===== src/rtl/data_memory_arbiter.sv =====
// data_memory_arbiter: shares one single-port data memory between two requesters (ACCESS/RESP pipeline).
// Optional build macro DMEM_ARB_FIXED_PRIORITY_EN selects fixed priority (port 0 wins ties) instead of round-robin.
`default_nettype none

module data_memory_arbiter (
  input  logic        clk,
  input  logic        reset,
  input  logic        req0,
  input  logic        req1,
  input  logic        we0,
  input  logic        we1,
  input  logic [15:0] addr0,
  input  logic [15:0] addr1,
  input  logic [15:0] wdata0,
  input  logic [15:0] wdata1,
  output logic        gnt0,
  output logic        gnt1,
  output logic        rvalid0,
  output logic        rvalid1,
  output logic [15:0] rdata0,
  output logic [15:0] rdata1,
  output logic [15:0] mem_address,
  output logic [15:0] mem_write_data,
  output logic        mem_write_enable,
  output logic        mem_read_enable,
  input  logic [15:0] mem_read_data
);

  typedef enum logic [1:0] {
    IDLE   = 2'd0,
    ACCESS = 2'd1,
    RESP   = 2'd2
  } state_t;

  state_t      state;
  logic        we_q;
  logic        port_q;
  logic [15:0] addr_q;
  logic [15:0] wdata_q;
  logic [15:0] rdata_q;
  logic        any_req;
  logic        winner;
  logic        in_access;
  logic        in_resp;

`ifdef DMEM_ARB_FIXED_PRIORITY_EN
  assign winner = ~req0;
`else
  logic last;

  // On a tie the port that did not win most recently goes next.
  assign winner = (req0 & req1) ? ~last : req1;
`endif

  assign any_req = req0 | req1;

  always_ff @(posedge clk) begin
    if (reset) begin
      state   <= IDLE;
      we_q    <= 1'b0;
      port_q  <= 1'b0;
      addr_q  <= 16'h0000;
      wdata_q <= 16'h0000;
      rdata_q <= 16'h0000;
`ifndef DMEM_ARB_FIXED_PRIORITY_EN
      last    <= 1'b1;
`endif
    end else begin
      case (state)
        IDLE, RESP: begin
          if (any_req) begin
            state   <= ACCESS;
            port_q  <= winner;
            we_q    <= winner ? we1 : we0;
            addr_q  <= winner ? addr1 : addr0;
            wdata_q <= winner ? wdata1 : wdata0;
`ifndef DMEM_ARB_FIXED_PRIORITY_EN
            last    <= winner;
`endif
          end else begin
            state <= IDLE;
          end
        end
        ACCESS: begin
          rdata_q <= we_q ? 16'h0000 : mem_read_data;
          state   <= RESP;
        end
        default: state <= IDLE;
      endcase
    end
  end

  assign in_access = (state == ACCESS);
  assign in_resp   = (state == RESP);

  assign gnt0    = in_access & ~port_q;
  assign gnt1    = in_access & port_q;
  assign rvalid0 = in_resp & ~port_q;
  assign rvalid1 = in_resp & port_q;
  assign rdata0  = rvalid0 ? rdata_q : 16'h0000;
  assign rdata1  = rvalid1 ? rdata_q : 16'h0000;

  // The write strobe is gated by reset so an access interrupted by reset never commits.
  assign mem_address      = in_access ? addr_q : 16'h0000;
  assign mem_write_data   = in_access ? wdata_q : 16'h0000;
  assign mem_write_enable = in_access & we_q & ~reset;
  assign mem_read_enable  = in_access & ~we_q;

endmodule

`default_nettype wire


===== config.mk =====
export PLATFORM = sky130hd
export DESIGN_NAME = data_memory_arbiter
export DESIGN_NICKNAME = d
export VERILOG_FILES = /design/src/rtl/data_memory_arbiter.sv
export SDC_FILE = /design/constraint.sdc
export NUM_CORES = 1
export LEC_CHECK = 0
export CORE_ASPECT_RATIO = 1.4
export CORE_MARGIN = 3
export CORE_UTILIZATION = 30
export CTS_BUF_LIST = sky130_fd_sc_hd__clkbuf_8
export CTS_CLUSTER_SIZE = 20
export DETAILED_ROUTE_END_ITERATION = 7
export PLACE_DENSITY_LB_ADDON = 0.2
export SETUP_SLACK_MARGIN = 0.05
export SLEW_MARGIN = 20
export SYNTH_ARGS = -nofsm -noshare
export SYNTH_HDL_FRONTEND = slang
export SYNTH_SLANG_ARGS = --single-unit
export TNS_END_PERCENT = 20

===== constraint.sdc =====
create_clock -name clk -period 3.6 [get_ports clk]
set_clock_uncertainty 0.15 [all_clocks]
set_input_delay 0.54 -clock clk [delete_from_list [all_inputs] [get_ports clk]]
set_output_delay 0.54 -clock clk [all_outputs]
set_load 0.02 [all_outputs]

==> results.sh <==
export IMPL_status="completed"
export IMPL_grt_pass1_wl_um=14060
export IMPL_drv_slew=0
export IMPL_ys_types=23
export IMPL_cts_buffers_inserted=5
export IMPL_grt_pass1_vias=2892
export IMPL_syn_inst=347
export IMPL_grt_max_degree=53
export IMPL_postCtsHoldBufs=0
export IMPL_postLayoutCellArea_mm2=0.004489
export IMPL_drt_wl_total_um=8846
export IMPL_hpwlAfterDp_um=6201
export IMPL_critPathKind="reg2out"
export IMPL_routed_wl_met3_um=598
export IMPL_firstDrtPassIters=4
export IMPL_wl_per_cell_um=14.99
export IMPL_viasPerCell=4.853
export IMPL_die_w_um=89.07
export IMPL_dpl_instance_area_mm2=0.004403
export IMPL_io_buffers=155
export IMPL_top_layer_used="met4"
export IMPL_worst_ep_arrival_time_ns=2.21
export IMPL_initial_core_util_pct=31.38
export IMPL_netlist_top_cells_area="dfxtp_1, and2_1, a211oi_2"
export IMPL_dr_wl_met2_um=4548
export IMPL_cts_tree="yes"
export IMPL_fp_dieArea_mm2=0.01089
export IMPL_path_clk_slew_ns=0.09
export IMPL_leakage_nw=1.679
export IMPL_cp_end_kind="output pin"
export IMPL_ant_nets=0
export IMPL_crit_path_top_delay_cell="clkdlybuf4s50_1"
export IMPL_syn_nets=433
export IMPL_max_vdd_ir_drop_mv=0.1754
export IMPL_vias=2863
export IMPL_wl_met1_um=3660
export IMPL_ys_seq_area_share_pct=36.61
export IMPL_critPathMaxFanout=11
export IMPL_root_buffer="clkbuf_8"
export IMPL_cts_resized=0
export IMPL_synthFlopType="dfxtp_1"
export IMPL_synth_top_area_share_pct=36.61
export IMPL_h_tree_depth=2
export IMPL_max_clock_freq_mhz=344.9
export IMPL_finalCritPeriodShare_pct=80.54
export IMPL_areaGrowthSynthToFinish_pct=54.92
export IMPL_yosys_area_top_type="dfxtp_1"
export IMPL_worst_pin_slew_ns=0.8855
export IMPL_synth_async_reset_ratio_pct=0
export IMPL_cp_cell_sequence="nand2b_1 -> buf_4 -> nor2_1 -> and2_1 -> clkdlybuf4s50_1"
export IMPL_fill_cells=918
export IMPL_hold_violations=0
export IMPL_place_congestion=0.7274
export IMPL_antenna_cells=0
export IMPL_max_stage_delay_ns=0.60
export IMPL_grt_util_all_layers_pct=16.17
export IMPL_boundaryPins=156
export IMPL_drc_errors=0
export IMPL_critPathRequiredTime_ns=2.91
export IMPL_synth_edff_count=0
export IMPL_row_count=41
export IMPL_clk_latency_ns=0.29
export IMPL_grt_antenna_before_repair=0
export IMPL_relSlewSlack_pct=40.81
export IMPL_drt_iter0_drc=79
export IMPL_period_needed_ns=2.899
export IMPL_fin_total_pwr_mw=1.394
export IMPL_yosys_warnings=0
export IMPL_max_cap_violations=0
export IMPL_rsz0062_at_grt="false"
export IMPL_fp_dieH_um=122.3
export IMPL_fin_setup_tns_ns=0
export IMPL_setup_violations=0
export IMPL_num_nets_final=569
export IMPL_overflow=0
export IMPL_clock_sinks=53
export IMPL_synth_seq_cells=53
export IMPL_worstSetupStartpointType="flop"
export IMPL_core_area_mm2=0.009234
export IMPL_hold_class="in2reg"
export IMPL_holdWs_ns=0.2866
export IMPL_ys_top_cells_by_count="and2_1, dfxtp_1, a21oi_1, nand2_1, nor2_1"
export IMPL_synth_area_mm2=0.002898
export IMPL_drive_gt1_share_pct=9.731
export IMPL_power_density_mw_per_mm2=310.5
export IMPL_syn_area_per_cell_um2=8.351
export IMPL_synth_most_common_cell="and2_1"
export IMPL_clk_path_buf_depth=2
export IMPL_post_cts_buffers=0
export IMPL_fin_util_pct=48.62
[metrics by stage]
step	setup slack [ns]	std cells
after floorplan	1.626	347
after global placement	0.9874	583
after detailed placement	0.9594	583
after CTS	0.6341	590
after global routing	0.5224	590
final	0.7006	590
[cells by family (layout without fill, tap and decap cells)]
kind of cell    Yosys count  in the layout  share of synthesized area [%]
flops                    53             53                          36.61
compound gates           88             88                          24.83
simple gates            175            175                          31.22
buf+inv                  31            167                          7.340
[worst paths after layout]
kind | start | to | slack (ns) | depth (start not counted)
max | state[0] | mem_write_enable | 0.70 | 5
min | reset | state[1] | 0.29 | 2
max reg2reg | last | addr_q[6] | 1.81 | 4
min reg2reg | rdata_q[12] | rdata_q[12] | 0.31 | 2
[power by group]
group	switching, mW	internal [mW]	leakage [nW]	total [mW]
logic	0.187	0.200	1.19	0.387
clock network	0.188	0.150	0.0485	0.338
registers	0.0320	0.637	0.438	0.669
total	0.407	0.987	1.68	1.39
[registers in the layout, summed over array words and instances, names as in the netlist]
register	cells
port_q	1
state	2
last	1
wdata_q	16
addr_q	16
rdata_q	16
we_q	1
[worst max-delay path: cells and delay by family, from the launching register on]
family	cells	cell delay, ns
flip-flops	1	0.50
buffers and inverters	2	0.85
AND/OR/NAND/NOR	3	0.56
[metal layers]
layer,GRT usage [%],vias to the layer above
met5,0,-
met4,3.259,0
met3,4.030,2
met2,29.69,102
met1,18.69,1330
li1,-,1429
[cell type report]
cell class	instances	area [µm²]	area share, %
timing repair buffer	160	1584	35.28
clock inverter	1	3.754	0.08361
sequential	53	1061	23.63
tap	107	133.9	2.982
multi-input combinational	263	1624	36.18
clock buffer	6	82.58	1.839
[layout by cell type, fill, tap and decap left out]
cell type | netlist | routed
and3b_1 | 1 | 1
a221o_1 | 1 | 1
clkbuf_8 | 0 | 6
a2bb2oi_1 | 1 | 1
o21ba_2 | 1 | 1
nor3b_2 | 1 | 1
nand3b_1 | 16 | 16
a21oi_1 | 49 | 49
dfxtp_1 | 53 | 53
nor2_1 | 39 | 39
and2b_1 | 1 | 1
buf_2 | 7 | 1
o21bai_4 | 1 | 1
a211oi_2 | 30 | 30
buf_4 | 1 | 5
clkdlybuf4s50_1 | 0 | 154
a21bo_2 | 1 | 1
and2_1 | 66 | 66
nand2_1 | 49 | 49
nand2b_1 | 2 | 2
inv_1 | 0 | 1
a211oi_1 | 3 | 3
a21boi_4 | 1 | 1
(Power assumes the default switching activity.)
